$ cat config.mk
export PLATFORM = sky130hd
export DESIGN_NAME = sobel_lb
export DESIGN_NICKNAME = d
export VERILOG_FILES = /design/src/rtl/sobel_lb_pkg.sv /design/src/rtl/sobel_linebuf.sv /design/src/rtl/sobel_lb.sv
export SDC_FILE = /design/constraint.sdc
export NUM_CORES = 2
export LEC_CHECK = 0
export BUFFER_PORTS_ARGS = -buffer_cell sky130_fd_sc_hd__buf_2
export CORE_MARGIN = 1
export CORE_UTILIZATION = 35
export DETAILED_ROUTE_END_ITERATION = 6
export PLACE_DENSITY = 0.61
export SLEW_MARGIN = 20
export SYNTH_ARGS = -nofsm -noshare
export SYNTH_HDL_FRONTEND = slang
export SYNTH_MEMORY_MAX_BITS = 65536
export SYNTH_SLANG_ARGS = --single-unit
export TNS_END_PERCENT = 30
$ cat constraint.sdc
create_clock -name clk -period 28.4 [get_ports clk]
set_clock_uncertainty 0.15 [all_clocks]
set_input_delay 4.26 -clock clk [delete_from_list [all_inputs] [get_ports clk]]
set_output_delay 4.26 -clock clk [all_outputs]
set_load 0.02 [all_outputs]
$ cat src/rtl/sobel_lb_pkg.sv
// Shared constants, FSM encoding and gradient sizing for the line-buffered Sobel engine.
package sobel_lb_pkg;
  localparam logic [1:0] CSEL_IDLE = 2'b00;
  localparam logic [1:0] CSEL_X    = 2'b01;
  localparam logic [1:0] CSEL_Y    = 2'b10;
  localparam logic [1:0] CSEL_C    = 2'b11;

  typedef enum logic [1:0] {S_IDLE, S_READ, S_WRITE, S_DONE} state_t;

  // Signed gradient width: worst case |G| = 4*(2^DW-1) plus sign.
  function automatic int grad_w(input int dw);
    return dw + 4;
  endfunction
endpackage

$ cat src/rtl/sobel_linebuf.sv
// Two-row circular line buffer; one shared pointer, up1 = one row back, up2 = two rows back.
module sobel_linebuf
  import sobel_lb_pkg::*;
#(
  parameter int DW    = 8,
  parameter int DEPTH = 257
)(
  input  logic          clk,
  input  logic          reset,
  input  logic          en,
  input  logic [DW-1:0] din,
  output logic [DW-1:0] up1,
  output logic [DW-1:0] up2
);
  localparam int PW = $clog2(DEPTH);

  logic [PW-1:0] ptr;
  logic [DW-1:0] row1 [DEPTH];
  logic [DW-1:0] row2 [DEPTH];

  assign up1 = row1[ptr];
  assign up2 = row2[ptr];

  always_ff @(posedge clk or posedge reset) begin
    if (reset)   ptr <= '0;
    else if (en) ptr <= (ptr == PW'(DEPTH-1)) ? '0 : ptr + 1'b1;
  end

  // Storage is never cleared; the consumer masks rows that are not yet valid.
  always_ff @(posedge clk) begin
    if (en) begin
      row1[ptr] <= din;
      row2[ptr] <= row1[ptr];
    end
  end
endmodule

$ cat src/rtl/sobel_lb.sv
// Streaming Sobel engine: one read per virtual raster position, 3x3 window, X/Y/combined writes.
module sobel_lb
  import sobel_lb_pkg::*;
#(
  parameter int IMG_W   = 256,
  parameter int IMG_H   = 256,
  parameter int DW      = 8,
  parameter int USE_ABS = 0,
  parameter int AW      = $clog2(IMG_W*IMG_H)
)(
  input  logic          clk,
  input  logic          reset,
  input  logic          ready,
  input  logic [2:0]    out_en,
  output logic          busy,
  output logic [AW-1:0] iaddr,
  input  logic [DW-1:0] idata,
  output logic          cwr,
  output logic [1:0]    csel,
  output logic [AW-1:0] caddr_wr,
  output logic [DW-1:0] cdata_wr
);
  localparam int GW = grad_w(DW);
  localparam int CW = $clog2(IMG_W+1);
  localparam int RW = $clog2(IMG_H+1);
  localparam logic [AW-1:0]        LAST_ADDR = AW'(IMG_W*IMG_H-1);
  localparam logic signed [GW-1:0] MAXV      = GW'((1 << DW) - 1);

  state_t state_q, state_d;
  logic [RW-1:0] vr;
  logic [CW-1:0] vc;
  logic [2:0]    en_r, rem, cur, rem_nx;
  logic          fin;
  logic [AW-1:0] oaddr;
  logic [8:0][DW-1:0] win, pm;
  logic [2:0]    cvalid;
  logic          in_range, row_end, last_pos, out_due;
  logic [DW-1:0] pix, up1, up2;
  logic [1:0]    cur_sel;
  logic signed [GW-1:0] gx, gy;
  logic [DW-1:0] xs, ys, cs, wval;
  logic [DW:0]   csum;

  assign in_range = (vr < RW'(IMG_H)) && (vc < CW'(IMG_W));
  assign pix      = in_range ? idata : '0;
  assign row_end  = (vc == CW'(IMG_W));
  assign last_pos = row_end && (vr == RW'(IMG_H));
  assign out_due  = (vr != '0) && (vc != '0);

  sobel_linebuf #(.DW(DW), .DEPTH(IMG_W+1)) u_lb (
    .clk  (clk),
    .reset(reset),
    .en   (state_q == S_READ),
    .din  (pix),
    .up1  (up1),
    .up2  (up2)
  );

  function automatic logic signed [GW-1:0] ext(input logic [DW-1:0] v);
    return {{(GW-DW){1'b0}}, v};
  endfunction

  function automatic logic [DW-1:0] sat(input logic signed [GW-1:0] g);
    logic signed [GW-1:0] m;
    m = (USE_ABS != 0 && g < 0) ? -g : g;
    if (m < 0)    return '0;
    if (m > MAXV) return '1;
    return m[DW-1:0];
  endfunction

  always_comb begin
    pm = '0;
    for (int i = 0; i < 9; i++) pm[i] = cvalid[i%3] ? win[i] : '0;
    gx   = ext(pm[0]) + (ext(pm[3]) <<< 1) + ext(pm[6])
         - ext(pm[2]) - (ext(pm[5]) <<< 1) - ext(pm[8]);
    gy   = ext(pm[0]) + (ext(pm[1]) <<< 1) + ext(pm[2])
         - ext(pm[6]) - (ext(pm[7]) <<< 1) - ext(pm[8]);
    xs   = sat(gx);
    ys   = sat(gy);
    csum = {1'b0, xs} + {1'b0, ys} + (DW+1)'(1);
    cs   = DW'(csum >> 1);
  end

  // Layers go out lowest enabled bit first: X, Y, combined.
  assign cur     = rem & (~rem + 3'd1);
  assign rem_nx  = rem & ~cur;
  assign cur_sel = cur[0] ? CSEL_X : (cur[1] ? CSEL_Y : CSEL_C);
  assign wval    = cur[0] ? xs : (cur[1] ? ys : cs);

  always_comb begin
    state_d = state_q;
    unique case (state_q)
      S_IDLE:  if (ready && !busy) state_d = S_READ;
      S_READ:  if (out_due)        state_d = S_WRITE;
               else if (last_pos)  state_d = S_DONE;
      S_WRITE: if (rem_nx == '0)   state_d = fin ? S_DONE : S_READ;
      S_DONE:  state_d = S_IDLE;
      default: state_d = S_IDLE;
    endcase
  end

  always_ff @(posedge clk or posedge reset) begin
    if (reset) state_q <= S_IDLE;
    else       state_q <= state_d;
  end

  always_ff @(posedge clk or posedge reset) begin
    if (reset) begin
      busy <= 1'b0; cwr <= 1'b0; csel <= CSEL_IDLE;
      iaddr <= '0; caddr_wr <= '0; cdata_wr <= '0;
      vr <= '0; vc <= '0; en_r <= '0; rem <= '0; fin <= 1'b0;
      oaddr <= '0; win <= '0; cvalid <= '0;
    end else begin
      cwr  <= 1'b0;
      csel <= CSEL_IDLE;
      unique case (state_q)
        S_IDLE: if (ready && !busy) begin
          busy  <= 1'b1;
          en_r  <= (out_en == 3'b000) ? 3'b111 : out_en;
          vr    <= '0;
          vc    <= '0;
          iaddr <= '0;
          oaddr <= '0;
        end
        S_READ: begin
          for (int rr = 0; rr < 3; rr++) begin
            win[rr*3]   <= win[rr*3+1];
            win[rr*3+1] <= win[rr*3+2];
          end
          win[2] <= (vr >= RW'(2)) ? up2 : '0;
          win[5] <= (vr != '0)     ? up1 : '0;
          win[8] <= pix;
          // Row start: only the incoming column is real, so nothing from the previous row leaks in.
          cvalid <= (vc == '0) ? 3'b100 : {1'b1, cvalid[2:1]};
          if (row_end) begin
            vc <= '0;
            vr <= vr + 1'b1;
          end else begin
            vc <= vc + 1'b1;
          end
          if (in_range && iaddr != LAST_ADDR) iaddr <= iaddr + 1'b1;
          if (out_due) begin
            rem <= en_r;
            fin <= last_pos;
          end
        end
        S_WRITE: begin
          cwr      <= 1'b1;
          csel     <= cur_sel;
          caddr_wr <= oaddr;
          cdata_wr <= wval;
          rem      <= rem_nx;
          if (rem_nx == '0) oaddr <= oaddr + 1'b1;
        end
        S_DONE: busy <= 1'b0;
        default: ;
      endcase
    end
  end
endmodule

==> impl_metrics.json <==
{
  "die_x_um": 694,
  "r2r-start": "u_lb.ptr[0]$_DFFE_PP0P_",
  "critPathMaxFanout": 98,
  "slew_violations": 0,
  "grt_pass1_wl_mm": 627,
  "cp-end-kind": "register",
  "finalSetupViolations": 0,
  "cts_tree": "built",
  "grt_pass1_vias": 82100,
  "rsz0062_at_grt": "no",
  "start_util_pct": 35.2,
  "hpwl_mm": 255,
  "port_buffers": 57,
  "fin_crit_ns": 8.40,
  "hold_viol": 0,
  "coreArea_um2": 476000,
  "cts_buffers": 432,
  "max_freq_ghz": 0.119,
  "path_clk_slew_ns": 0.06,
  "ys_async_sr_fraction_pct": 3.99,
  "cts.sink_count": 4283,
  "seqPwrFrac_pct": 39.4,
  "root_buffer": "clkbuf_16",
  "vias_per_cell": 5.55,
  "clk_path_buf_depth": 4,
  "cp-start-kind": "register",
  "postCtsHoldBufs": 0,
  "tightest_slew_ns": 1.25,
  "nets": 8093,
  "dr.pass1.iters": 6,
  "crit_top_cell": "buf_4",
  "required_ns": 28.77,
  "drtIter0Drc": 10500,
  "path_class": "register to register",
  "avgRoutedWirePerCell_um": 30.2,
  "p_sw_mw": 6.97,
  "grt_overflow": 0,
  "die_h_um": 694,
  "vias": 81800,
  "boundaryPins": 58,
  "synth_edf_count": 4112,
  "avgSynthCellArea_um2": 22.4,
  "relSlewSlack_pct": 16.7,
  "powerDensity_nw_per_um2": 109,
  "insertion_delay_ns": 1.00,
  "period_share_pct": 29.6,
  "place_area_um2": 178000,
  "routed_wl_mm": 445,
  "dieArea_um2": 482000,
  "synth-seq-cells": 4283,
  "internal_power_mw": 14.0,
  "met2WireLength_mm": 213,
  "synthesis.area_um2": 168000,
  "htree_levels": 5,
  "synth_fp_nets": 7613,
  "synthesis.instances": 7497,
  "min_path_type": "register to register",
  "clockPowerShare_pct": 26.7,
  "finalWorstSetupSlack_ns": 20.00,
  "wl_met1_mm": 177,
  "cap_violations": 0,
  "cp.arrival_ns": 8.77,
  "outcome": "finished clean",
  "fin_util_pct": 40.3,
  "combPwrFrac_pct": 34.0,
  "ant_nets": 0,
  "critPathSlowestCell": "nand3_4",
  "hp-start": "win[33]$_DFFE_PP0P_",
  "ir_worst_vdd_mv": 0.146,
  "track_usage_pct": 18.1,
  "post-cts-setup-buffer-count": 0,
  "n_fill_cell": 41200,
  "final_area_um2": 192000,
  "highest_layer": "met5",
  "cts_resized": 0,
  "synthToLayoutAreaGrowth_pct": 14.4,
  "wl_met3_mm": 40.3,
  "drc": 0,
  "yosys_warnings": 0,
  "gp_congestion": 0.819,
  "leakage_nw": 60.0,
  "crit_chain": "buf_12 > buf_4 > buf_4 > buf_12 > mux4_2 > mux4_2 > a22oi_1 > o32ai_1 > nor2_1 > nand3_4 > buf_4",
  "switching_share_pct": 33.3,
  "crit_start": "u_lb.ptr[0]$_DFFE_PP0P_",
  "core.rowCount": 253,
  "cpPeakStageDelay_ns": 0.91,
  "synth_flop_cell": "edfxtp_1",
  "fin_tns_setup_ns": 0,
  "rrSetupSlack_ns": 20.00,
  "grt_max_degree": 197,
  "pre_cts_ws_ns": 19.93,
  "drive_gt1_share_pct": 30.6,
  "seq_area_frac_synth_pct": 76.2,
  "synthDistinctLibCells": 62,
  "antenna_found_initial": 27
}
==> layout make-up <==
cell class | count | area (um2) | share of cell area (%)
diodes | 12 | 30.0 | 0.0157
clock buffers | 537 | 11400 | 5.95
clock inverters | 262 | 2510 | 1.31
inverters | 86 | 330 | 0.172
multi-input cells | 2728 | 38300 | 19.9
flip-flops and latches | 4283 | 128000 | 66.6
well taps | 6375 | 7980 | 4.16
repair buffers | 446 | 3500 | 1.83
==> metrics by stage <==
stage | std cells | total power, mW | hold WS, ns
2_1_floorplan | 7497 | 13.4 | 0.288
3_3_place_gp | 13900 | 15.3 | 0.298
3_5_place_dp | 13900 | 15.5 | 0.302
4_1_cts | 14700 | 21.0 | 0.320
5_1_grt | 14700 | 21.8 | 0.343
6_report | 14700 | 21.0 | 0.319
==> placed cells by master, fill, tap and decap left out, types with 13 or more instances in the layout <==
cell type,n
o21ai_0,58
clkinv_2,87
or3_1,15
dfrtp_1,165
bufinv_16,35
fa_1,47
and2_1,38
clkbuf_1,89
xnor2_1,30
a31oi_1,16
nor3_1,23
edfxtp_1,4112
nand2_1,348
nand3_1,55
mux2i_1,14
a22oi_1,45
nand4_1,22
nor2_1,208
clkinv_1,99
xor2_1,30
a22o_1,22
ha_1,55
mux4_2,1289
nor2_2,108
a21o_1,13
buf_4,364
inv_1,83
a21oi_1,67
buf_2,57
o22ai_1,13
o211ai_1,13
clkbuf_16,436
a221oi_1,16
nor2_4,23
==> power groups by stage <==
stage	Combinational (mW)	Sequential [mW]	Clock, mW
final	7.12	8.25	5.59
after global routing	7.60	8.26	5.91
after CTS	7.12	8.25	5.68
after global placement	6.88	8.38	0
after detailed placement	7.09	8.39	0
after floorplan	4.71	8.67	0
==> registers in the layout, summed over array words and instances (netlist names), 8 cells and up <==
name	flops
cdata_wr	8
caddr_wr	16
u_lb.ptr	9
vc	9
u_lb.row2	2056
iaddr	16
vr	9
u_lb.row1	2056
oaddr	16
win	72
==> layer usage <==
metal	global-route usage [%]	up-vias
met4	5.70	6
met3	3.77	700
li1	-	32400
met1	24.9	44600
met2	28.9	4026
met5	0	-
==> worst max-delay path: cells and delay by family (launching register included) <==
| kind | cells | cell delay, ns |
|---|---|---|
| AO/OA/AOI/OAI | 2 | 0.36 |
| buffers and inverters | 5 | 3.55 |
| flip-flops | 1 | 0.82 |
| multiplexers | 2 | 1.20 |
| AND/OR/NAND/NOR | 2 | 1.28 |
==> synth_stat cells (16+ instances only) <==
master | instances | area, um2
a21oi_1 | 67 | 335
a221oi_1 | 16 | 140
a22o_1 | 22 | 193
a22oi_1 | 46 | 345
a31oi_1 | 16 | 100
and2_1 | 48 | 300
buf_1 | 50 | 188
buf_2 | 88 | 440
buf_4 | 32 | 240
buf_6 | 38 | 428
clkbuf_1 | 192 | 721
dfrtp_1 | 171 | 4280
edfxtp_1 | 4112 | 123000
fa_1 | 47 | 941
ha_1 | 55 | 688
inv_1 | 85 | 319
mux2i_1 | 17 | 170
mux4_2 | 1289 | 29000
nand2_1 | 351 | 1320
nand3_1 | 69 | 345
nand4_1 | 22 | 138
nor2_1 | 339 | 1270
nor3_1 | 24 | 120
o21ai_0 | 58 | 290
xnor2_1 | 30 | 263
xor2_1 | 30 | 263
==> final timing paths <==
check,to,cells past startpoint
max,u_lb.row2[85][6]$_DFFE_PP_,11
max in group asynchronous,u_lb.ptr[0]$_DFFE_PP0P_,3
min in group asynchronous,iaddr[2]$_DFFE_PP0P_,2
max reg2reg,u_lb.row2[85][6]$_DFFE_PP_,11
min reg2reg,win[25]$_DFFE_PP0P_,2
min,win[25]$_DFFE_PP0P_,2
==> cells by family after synthesis <==
logic type / count (synthesis) / share of synthesized area (%)
AOI/OAI and AO/OA: 326 / 1.29
xor gates and xnor gates: 60 / 0.313
adders and majority gates: 104 / 0.983
buffers and inverters: 486 / 1.40
DFF: 4283 / 76.2
muxes: 1316 / 17.5
and+or+nand+nor: 922 / 2.36
Note: power is estimated with default switching activity, not from simulation.
